## src/rtl/npc_pkg.sv

```systemverilog
// Shared types and constants for the instruction fetch unit.
// Holds the fetch FSM state type, reset constants and next-pc helpers.
package npc_pkg;

  typedef enum logic [1:0] {
    StReq,
    StWait,
    StHold,
    StFault
  } ifu_state_t;

  localparam logic [31:0] NPC_RESET_PC = 32'h8000_0000;
  localparam logic [31:0] NPC_INST_NOP = 32'h0000_0013;

  // Sequential pc wraps naturally at 2^32.
  function automatic logic [31:0] npc_next_pc(input logic        redirect,
                                              input logic [31:0] target,
                                              input logic [31:0] pc);
    return redirect ? target : pc + 32'd4;
  endfunction

  function automatic logic npc_misaligned(input logic [1:0] lsb);
    return lsb != 2'b00;
  endfunction

endpackage

```

## src/rtl/ifu_if.sv

```systemverilog
// Fetch unit bus bundle: instruction memory request/response plus decode handshake.
// The master modport is the fetch unit; slave is memory/decode/execute.
interface ifu_if;

  logic        mem_req_valid;
  logic [31:0] mem_req_addr;
  logic        mem_req_ready;
  logic        mem_rsp_valid;
  logic [31:0] mem_rsp_data;
  logic        mem_rsp_err;

  logic        inst_valid;
  logic [31:0] inst;
  logic [31:0] inst_pc;
  logic        inst_ready;

  logic        redirect_valid;
  logic [31:0] redirect_pc;

  logic        fetch_fault;
  logic [31:0] fetch_count;

  modport master (
    output mem_req_valid, mem_req_addr,
    input  mem_req_ready, mem_rsp_valid, mem_rsp_data, mem_rsp_err,
    output inst_valid, inst, inst_pc,
    input  inst_ready, redirect_valid, redirect_pc,
    output fetch_fault, fetch_count
  );

  modport slave (
    input  mem_req_valid, mem_req_addr,
    output mem_req_ready, mem_rsp_valid, mem_rsp_data, mem_rsp_err,
    input  inst_valid, inst, inst_pc,
    output inst_ready, redirect_valid, redirect_pc,
    input  fetch_fault, fetch_count
  );

endinterface

```

## src/rtl/ifu.sv

```systemverilog
// Single-outstanding instruction fetch unit: request, wait, hold for decode, or fault.
// One instruction in flight at a time; redirects are taken only on the decode handshake.
module ifu
  import npc_pkg::*;
#(
  parameter logic [31:0] RESET_PC = NPC_RESET_PC
) (
  input logic   clk,
  input logic   rst,
  ifu_if.master bus
);

  ifu_state_t  state_q, state_d;
  logic [31:0] pc_q, pc_d;
  logic [31:0] inst_q, inst_d;
  logic [31:0] inst_pc_q, inst_pc_d;
  logic [31:0] count_q, count_d;

  logic        req_valid;
  logic        hold_valid;
  logic        fault;
  logic        handshake;
  logic        bad_target;

  assign handshake  = (state_q == StHold) && bus.inst_ready;
  assign bad_target = bus.redirect_valid && npc_misaligned(bus.redirect_pc[1:0]);

  always_comb begin
    state_d    = state_q;
    pc_d       = pc_q;
    inst_d     = inst_q;
    inst_pc_d  = inst_pc_q;
    count_d    = count_q;
    req_valid  = 1'b0;
    hold_valid = 1'b0;
    fault      = 1'b0;

    unique case (state_q)
      StReq: begin
        req_valid = 1'b1;
        if (bus.mem_req_ready) begin
          state_d = StWait;
        end
      end
      StWait: begin
        if (bus.mem_rsp_valid) begin
          if (bus.mem_rsp_err) begin
            state_d = StFault;
          end else begin
            inst_d    = bus.mem_rsp_data;
            inst_pc_d = pc_q;
            state_d   = StHold;
          end
        end
      end
      StHold: begin
        hold_valid = 1'b1;
        if (handshake) begin
          count_d = count_q + 32'd1;
          pc_d    = npc_next_pc(bus.redirect_valid, bus.redirect_pc, pc_q);
          // inst_pc is left alone so a misaligned-target fault points at the jump.
          state_d = bad_target ? StFault : StReq;
        end
      end
      StFault: begin
        fault = 1'b1;
      end
      default: begin
        state_d = StReq;
      end
    endcase
  end

  always_ff @(posedge clk) begin
    if (rst) begin
      state_q   <= StReq;
      pc_q      <= RESET_PC;
      inst_q    <= NPC_INST_NOP;
      inst_pc_q <= RESET_PC;
      count_q   <= 32'd0;
    end else begin
      state_q   <= state_d;
      pc_q      <= pc_d;
      inst_q    <= inst_d;
      inst_pc_q <= inst_pc_d;
      count_q   <= count_d;
    end
  end

  // Request and instruction valids are suppressed while reset is held.
  assign bus.mem_req_valid = req_valid & ~rst;
  assign bus.mem_req_addr  = pc_q;
  assign bus.inst_valid    = hold_valid & ~rst;
  assign bus.inst          = inst_q;
  assign bus.inst_pc       = inst_pc_q;
  assign bus.fetch_fault   = fault;
  assign bus.fetch_count   = count_q;

endmodule

```

## src/flat_wrapper.sv

```systemverilog
// flat-port wrapper written by rule: the top's interface ports become plain ports
module ifu_flat import npc_pkg::*;
#(
  parameter logic [31:0] RESET_PC = NPC_RESET_PC
)
  (clk, rst, bus_mem_req_valid, bus_mem_req_addr, bus_mem_req_ready, bus_mem_rsp_valid, bus_mem_rsp_data, bus_mem_rsp_err, bus_inst_valid, bus_inst, bus_inst_pc, bus_inst_ready, bus_redirect_valid, bus_redirect_pc, bus_fetch_fault, bus_fetch_count);
  ifu_if bus_i ();
  input logic clk;
  input logic rst;
  output wire logic [$bits(bus_i.mem_req_valid)-1:0] bus_mem_req_valid;
  output wire logic [$bits(bus_i.mem_req_addr)-1:0] bus_mem_req_addr;
  input wire logic [$bits(bus_i.mem_req_ready)-1:0] bus_mem_req_ready;
  input wire logic [$bits(bus_i.mem_rsp_valid)-1:0] bus_mem_rsp_valid;
  input wire logic [$bits(bus_i.mem_rsp_data)-1:0] bus_mem_rsp_data;
  input wire logic [$bits(bus_i.mem_rsp_err)-1:0] bus_mem_rsp_err;
  output wire logic [$bits(bus_i.inst_valid)-1:0] bus_inst_valid;
  output wire logic [$bits(bus_i.inst)-1:0] bus_inst;
  output wire logic [$bits(bus_i.inst_pc)-1:0] bus_inst_pc;
  input wire logic [$bits(bus_i.inst_ready)-1:0] bus_inst_ready;
  input wire logic [$bits(bus_i.redirect_valid)-1:0] bus_redirect_valid;
  input wire logic [$bits(bus_i.redirect_pc)-1:0] bus_redirect_pc;
  output wire logic [$bits(bus_i.fetch_fault)-1:0] bus_fetch_fault;
  output wire logic [$bits(bus_i.fetch_count)-1:0] bus_fetch_count;
  assign bus_mem_req_valid = bus_i.mem_req_valid;
  assign bus_mem_req_addr = bus_i.mem_req_addr;
  assign bus_i.mem_req_ready = bus_mem_req_ready;
  assign bus_i.mem_rsp_valid = bus_mem_rsp_valid;
  assign bus_i.mem_rsp_data = bus_mem_rsp_data;
  assign bus_i.mem_rsp_err = bus_mem_rsp_err;
  assign bus_inst_valid = bus_i.inst_valid;
  assign bus_inst = bus_i.inst;
  assign bus_inst_pc = bus_i.inst_pc;
  assign bus_i.inst_ready = bus_inst_ready;
  assign bus_i.redirect_valid = bus_redirect_valid;
  assign bus_i.redirect_pc = bus_redirect_pc;
  assign bus_fetch_fault = bus_i.fetch_fault;
  assign bus_fetch_count = bus_i.fetch_count;
  ifu #(.RESET_PC(RESET_PC)) u_core (.clk(clk), .rst(rst), .bus(bus_i));
endmodule
```

## config.mk

```make
export PLATFORM = sky130hd
export DESIGN_NAME = ifu_flat
export DESIGN_NICKNAME = d
export VERILOG_FILES = /design/src/rtl/npc_pkg.sv /design/src/rtl/ifu_if.sv /design/src/rtl/ifu.sv /design/src/flat_wrapper.sv
export SDC_FILE = /design/constraint.sdc
export NUM_CORES = 1
export LEC_CHECK = 0
export ABC_CLOCK_PERIOD_IN_PS = 2200
export CAP_MARGIN = 20
export CELL_PAD_IN_SITES_DETAIL_PLACEMENT = 2
export CELL_PAD_IN_SITES_GLOBAL_PLACEMENT = 2
export CORE_MARGIN = 5
export CORE_UTILIZATION = 23
export DETAILED_ROUTE_END_ITERATION = 10
export MAX_ROUTING_LAYER = met4
export PLACE_DENSITY = 0.75
export SYNTH_ARGS = -nofsm -noshare
export SYNTH_HDL_FRONTEND = slang
export SYNTH_SLANG_ARGS = --single-unit
export TNS_END_PERCENT = 1
```

## constraint.sdc

```tcl
create_clock -name clk -period 2.2 [get_ports clk]
set_clock_uncertainty 0.15 [all_clocks]
set_input_delay 0.33 -clock clk [delete_from_list [all_inputs] [get_ports clk]]
set_output_delay 0.33 -clock clk [all_outputs]
set_load 0.01 [all_outputs]
```

==> results of run 1 <==
[cells in the final DEF, fill, tap and decap left out, types with 17 or more instances in the layout]
cell type	count
dfxtp_1	130
a21oi_1	97
o31ai_1	22
nand4_1	22
clkdlybuf4s50_1	196
nand3_1	26
clkbuf_16	17
nand2_1	166
and3_1	18
or4_1	21
nor2_1	33
buf_4	68
[routing by layer]
metal	vias up	track usage (%)	share of wire, %
li1	3217	-	-
met1	3237	22.2	45
met2	157	28.3	48
met3	22	4.18	5.6
met4	0	4.62	1.5
met5	-	-	0
[cells by family (layout without fill, tap and decap cells)]
kind of cell	Yosys count	after routing	synth area share, %
other	0	5	0
AND/OR/NAND/NOR	342	342	27.8
multiplexers	6	6	1.09
adder cells (fa/ha/maj)	6	6	1.25
buffers and inverters	75	320	4.89
XOR/XNOR	11	11	1.61
flip-flops	130	130	43.5
AO/OA/AOI/OAI	191	191	19.9
[state kept, by name (all words and copies together) (netlist names)]
name / count
u_core.bus.mem_req_addr: 32
u_core.bus.fetch_count: 32
u_core.bus.inst: 32
u_core.state_q: 2
u_core.bus.inst_pc: 32
[how the worst max path moves through the flow]
stage               slack (ns)  depth (start not counted)                                       to                           start
floorplan                 0.06                          8  u_core.bus.fetch_count[29]$_SDFFE_PP0P_  u_core.state_q[0]$_SDFFE_PP0P_
global route             -0.01                          8         u_core.bus.inst[15]$_SDFFE_PP0P_  u_core.state_q[1]$_SDFFE_PP0P_
CTS                       0.02                          7  u_core.bus.fetch_count[31]$_SDFFE_PP0P_  u_core.state_q[0]$_SDFFE_PP0P_
global placement         -0.16                          6  u_core.bus.fetch_count[31]$_SDFFE_PP0P_                  bus_inst_ready
finish                    0.07                          8      u_core.bus.inst_pc[29]$_SDFFE_PP0P_  u_core.state_q[1]$_SDFFE_PP0P_
detailed placement       -0.22                          6  u_core.bus.fetch_count[31]$_SDFFE_PP0P_                  bus_inst_ready
[stage by stage]
stage	setup WS (ns)	cell area (sq um)	cells	utilization, %	TNS [ns]
2_1_floorplan	0.0611	5990	761	-	0
3_3_place_gp	-0.159	8760	1310	33.9	-1.45
3_5_place_dp	-0.223	8760	1310	33.9	-3.01
4_1_cts	0.0213	9390	1341	36.3	0
5_1_grt	-0.0143	9430	1345	36.5	-0.0464
6_report	0.0705	9430	1346	36.5	0
[where the power goes]
group          total (mW)  internal (mW)  switching [mW]
logic               0.704          0.341           0.363
registers            2.45           2.41          0.0363
clock network        3.10           1.92            1.17
[worst reg2reg max path, cell delays in order, from the launching register on]
cell and delay (ns):
dfxtp_1 0.33, buf_4 0.15, inv_1 0.09, ha_2 0.20
inv_1 0.07, or3_2 0.51, buf_12 0.19, nand2_1 0.24
a21oi_1 0.07
[repair_timing]
item | 4_1_cts | 5_1_grt
pin swaps | 0 | 1
setup endpoints to repair | 4 | 14
gates resized for setup | 3 | 9
[synth_stat cells (9+ instances only)]
| cell | instances |
|---|---|
| a21oi_1 | 97 |
| a31oi_1 | 12 |
| and3_1 | 18 |
| and4_1 | 11 |
| clkbuf_1 | 50 |
| dfxtp_1 | 130 |
| inv_1 | 17 |
| nand2_1 | 169 |
| nand3_1 | 26 |
| nand4_1 | 22 |
| nor2_1 | 33 |
| nor3_1 | 10 |
| o211ai_1 | 9 |
| o21ai_0 | 14 |
| o31ai_1 | 22 |
| or3_1 | 9 |
| or4_1 | 21 |
[layout make-up]
type / count / area (sq um) / area share (%)
Inverter: 17 / 63.8 / 0.677
Clock buffer: 18 / 439 / 4.66
Clock inverter: 13 / 185 / 1.96
Multi-Input combinational cell: 556 / 3130 / 33.2
Tap cell: 335 / 419 / 4.44
Antenna cell: 5 / 12.5 / 0.133
Timing Repair Buffer: 272 / 2580 / 27.3
Sequential cell: 130 / 2600 / 27.6
==> flow_summary.toml, run 1 <==
[clock_tree]
post_cts_buffers = 0
path_clk_slew_ns = 0.07
cts-root-buf = "clkbuf_16"
cts_tree = "built"
clock_latency_ns = 0.43
numCtsBuffers = 17
cts_hold_buf = 0
clk_path_buf_depth = 2
numClockSinks = 130
htreeDepth = 4

[hold_path]
hold_depth = 2
hold_class = "primary input to flop"
holdPathEnd = "u_core.bus.mem_req_addr[6]$_SDFFE_PP0P_"
hp-start = "rst"

[setup_path]
reg2reg_from = "u_core.state_q[1]$_SDFFE_PP0P_"
cp_top_family = "simple AND/OR/NAND/NOR gates"
arrival_ns = 2.27
cpMaxStageDelayCell = "or3_2"
critPathKind = "flop to flop"
crit_path_end_kind = "flop"
r2r_setup_slack_ns = 0.07
cp-start-kind = "flop"
timing.rr.end = "u_core.bus.inst_pc[29]$_SDFFE_PP0P_"
critical_path_required_ns = 2.34
r2r_cells = 8
path_cells = "buf_4, inv_1, ha_2, inv_1, or3_2, buf_12, nand2_1, a21oi_1"
slowest_delay_ns = 0.51
worst-path-buf-inv = 4
crit_path_max_fanout = 65
critPathMostFrequentCell = "inv_1"

[synth]
syn_inst = 761
synth_warnings = 0
yosysUniqueCellTypes = 48
synthTopCellsByArea = "dfxtp_1 (43%), nand2_1 (11%), a21oi_1 (8.1%)"
synth-edff-count = 0
ys_seq_elements = 130
synth_flop_cell = "dfxtp_1"
synth_nets = 838
netlist_area_sq_um = 5990
async_reset_ff_share_pct = 0
syn_area_per_cell_sq_um = 7.87
synth_top_area_share_pct = 43.5
ys_seq_area_share_pct = 43.5
yosysTopAreaCell = "dfxtp_1"

[layout]
area_delta_synth_final_pct = 57.4
fillCellCount = 2913
nets = 1071
drive_above_1_share_pct = 12.1

[power_and_ir_drop]
p_leak_nw = 3.26
powerDensity_nw_per_um2 = 662
max-vdd-ir-drop_mv = 0.296
power.total_mw = 6.24

[drt]
wl_per_cell_um = 18.9
vias = 6633
drt_wl_total_um = 25400
drt_iter0_markers = 400
first_pass_iters = 4
ant_nets = 0
drc_errors = 0
avgViaCountPerCell = 4.93

[floorplanning]
std_cell_rows = 59
coreArea_sq_um = 25800
ios = 202
die_y_um = 171
die_w_um = 171
die_area_sq_um = 29400
initial_core_util_pct = 23.2

[outcome]
outcome = "finished clean"

[sta]
finalCritPeriodShare_pct = 96.8
finalSetupViolCount = 0
drv_slew = 0
hold_viol = 0
tightest_slew_ns = 0.445
fmax_mhz = 470
maxSlewHeadroom_pct = 70.4
grt_setup_unrepaired = "true"
timing.hold.ws_ns = 0.143
min_period_ns = 2.13

[global_route]
gr-total-overflow = 0
grt_pass1_vias = 6995
grtUsageTotal_pct = 17.6
grt_antenna_before_repair = 4
grt_max_degree = 66
grt_pass1_wl_um = 39600

[place]
hpwl_um = 18400
io_buffers = 201
gp_congestion = 0.768

[job]
drv_cap = 0
Power figures use the tool's default switching activity.
==> run 2: changes to the inputs <==
--- a/config.mk
+++ b/config.mk
@@ -7,3 +7,3 @@
 export LEC_CHECK = 0
-export ABC_CLOCK_PERIOD_IN_PS = 2200
+export ABC_CLOCK_PERIOD_IN_PS = 2470
 export CAP_MARGIN = 20
@@ -12,6 +12,7 @@
 export CORE_MARGIN = 5
-export CORE_UTILIZATION = 23
+export CORE_UTILIZATION = 27
 export DETAILED_ROUTE_END_ITERATION = 10
+export HOLD_SLACK_MARGIN = 0.12
 export MAX_ROUTING_LAYER = met4
-export PLACE_DENSITY = 0.75
+export PLACE_DENSITY = 0.83
 export SYNTH_ARGS = -nofsm -noshare
==> constraint.sdc (replaced) <==
create_clock -name clk -period 2.47 [get_ports clk]
set_clock_uncertainty 0.15 [all_clocks]
set_input_delay 0.6175 -clock clk [delete_from_list [all_inputs] [get_ports clk]]
set_output_delay 0.6175 -clock clk [all_outputs]
set_load 0.01 [all_outputs]
==> run 2 against run 1 <==
Effect of this change: clock power decreased by 15%; critical path type is now flop to output pin; critical path depth decreased by 4; global-route usage increased by 2.4 points; sequential share of layout area increased by 0.73 points; critical endpoint is now bus_mem_req_valid; register-to-register slack improved by 0.15 ns; design area decreased by 2.5%; hold slack improved by 0.16 ns; sequential cell count unchanged.
==> flow_summary.toml, run 2 (same netlist as run 1, synthesis figures left out) <==
[outcome]
outcome = "finished clean"

[clock_tree]
clock_latency_ns = 0.42
path_clk_slew_ns = 0.07
numClockSinks = 130
cts_tree = "built"
numCtsBuffers = 17
cts_hold_buf = 0
clk_path_buf_depth = 2
htreeDepth = 4
cts-root-buf = "clkbuf_16"
post_cts_buffers = 0

[sta]
drv_slew = 0
min_period_ns = 2.39
hold_viol = 0
finalCritPeriodShare_pct = 96.7
timing.hold.ws_ns = 0.305
grt_setup_unrepaired = "false"
fmax_mhz = 419
tightest_slew_ns = 0.649
maxSlewHeadroom_pct = 56.4
finalWorstSetupSlack_ns = 0.0805
finalSetupViolCount = 0

[power_and_ir_drop]
powerDensity_nw_per_um2 = 589
p_switching_mw = 1.37
p_sw_share_pct = 25.3
clkPwrFrac_pct = 48.5
p_leak_nw = 3.14
pwr-share-comb_pct = 11.2
internal-power_mw = 4.05
p_seq_share_pct = 40.4
max-vdd-ir-drop_mv = 0.327

[floorplanning]
die_w_um = 159
ios = 202
die_y_um = 159
initial_core_util_pct = 27.4
die_area_sq_um = 25300
coreArea_sq_um = 21800
std_cell_rows = 54

[setup_path]
r2r_cells = 7
arrival_ns = 1.62
crit_path_end_kind = "output pin"
worst-path-buf-inv = 2
slowest_delay_ns = 0.42
cp_top_family = "flip-flops"
path_cells = "inv_1, ha_1, nor2b_1, dlygate4sd2_1"
crit_path_max_fanout = 4
timing.rr.end = "u_core.bus.fetch_count[29]$_SDFFE_PP0P_"
cpMaxStageDelayCell = "dfxtp_1"
crit_end = "bus_mem_req_valid"
cp-start-kind = "flop"
critPathLaunch = "u_core.state_q[0]$_SDFFE_PP0P_"
r2r_setup_slack_ns = 0.22
critical_path_required_ns = 1.70
reg2reg_from = "u_core.state_q[0]$_SDFFE_PP0P_"
critPathKind = "flop to output pin"
cp.depth = 4

[drt]
wl_per_cell_um = 19.9
ant_nets = 0
drt_iter0_markers = 264
first_pass_iters = 4
drt_wl_total_um = 25400
vias = 6680
drc_errors = 0
avgViaCountPerCell = 5.23

[global_route]
grt_pass1_vias = 7184
gr-total-overflow = 0
grt_antenna_before_repair = 6
grt_max_degree = 66
grtUsageTotal_pct = 20.0
grt_pass1_wl_um = 40400

[layout]
most-common-layout-cells = "clkdlybuf4s50_1 (197), nand2_1 (169), dfxtp_1 (129)"
drive_above_1_share_pct = 10.2
nets = 1055
final_cells = 1277
area_delta_synth_final_pct = 53.5
final_common_cell = "clkdlybuf4s50_1"

[place]
pre_cts_slack_ns = -0.225
hpwl_um = 18100
io_buffers = 201
numPlacedInstances = 1239
gp_congestion = 0.796

[hold_path]
hold_depth = 2
hold_class = "flop to flop"

[job]
drv_cap = 0
## run 2: changes by cell type in the layout (fill, tap and decap cells not counted), moves of 2 or more
| cell | before | now |
|---|---|---|
| buf_4 | 68 | 53 |
| nand2_1 | 166 | 169 |
| diode_2 | 5 | 7 |
| clkinvlp_4 | 2 | 4 |
| nand2_2 | 3 | 0 |
## run 2: layer usage
metal	GRT usage, %	wire length (um)
met5	-	0
met4	5.04	288
met3	6.45	1420
met2	32.3	12500
met1	24.3	11200
## run 2: timing repair
| item | in CTS | in global routing |
|---|---|---|
| gates resized for setup | 3 | 1 |
| pin swaps | 0 | 0 |
| setup endpoints to repair | 2 | 1 |
## run 2: how the worst min path moves through the flow
stage | startpoint | to
final | u_core.bus.inst[30]$_SDFFE_PP0P_ | u_core.bus.inst[30]$_SDFFE_PP0P_
after global routing | rst | u_core.bus.mem_req_addr[23]$_SDFFE_PP0P_
after CTS | rst | u_core.bus.mem_req_addr[23]$_SDFFE_PP0P_
after detailed placement | u_core.bus.inst[30]$_SDFFE_PP0P_ | u_core.bus.inst[30]$_SDFFE_PP0P_
after global placement | u_core.bus.inst_pc[10]$_SDFFE_PP0P_ | u_core.bus.inst_pc[10]$_SDFFE_PP0P_
after floorplan | u_core.bus.inst[10]$_SDFFE_PP0P_ | u_core.bus.inst[10]$_SDFFE_PP0P_
## run 2: area by class of cell
class | count | area (sq um)
Timing Repair Buffer | 256 | 2450
Fill cell | 2439 | 12600
Sequential cell | 130 | 2600
Inverter | 17 | 63.8
Clock inverter | 13 | 161
Multi-Input combinational cell | 556 | 3100
Clock buffer | 18 | 439
Tap cell | 280 | 350
Antenna cell | 7 | 17.5
## run 2: power groups by stage
stage	sequential, mW	combinational (mW)	clock [mW]
2_1_floorplan	2.24	0.235	0
3_3_place_gp	2.23	0.587	0
3_5_place_dp	2.23	0.603	0
4_1_cts	2.19	0.609	2.69
5_1_grt	2.19	0.653	2.78
6_report	2.19	0.604	2.62
## run 2: metrics by stage
| step | power, mW | util (%) | setup TNS [ns] | cell area, sq um |
|---|---|---|---|---|
| after floorplan | 2.48 | - | 0 | 5990 |
| after global placement | 2.81 | 39.3 | -0.892 | 8570 |
| after detailed placement | 2.84 | 39.3 | -2.48 | 8570 |
| after CTS | 5.48 | 42.0 | 0 | 9170 |
| after global routing | 5.63 | 42.1 | 0 | 9190 |
| final | 5.41 | 42.1 | 0 | 9190 |
## run 2: worst reg2reg max path: cells and delay by family, from the launching register on
family                     cells  cell delay (ns)
buffers and inverters          2             0.33
DFF                            1             0.36
AOI/OAI and AO/OA              1             0.16
and+or+nand+nor                3             0.96
adders and majority gates      1             0.24
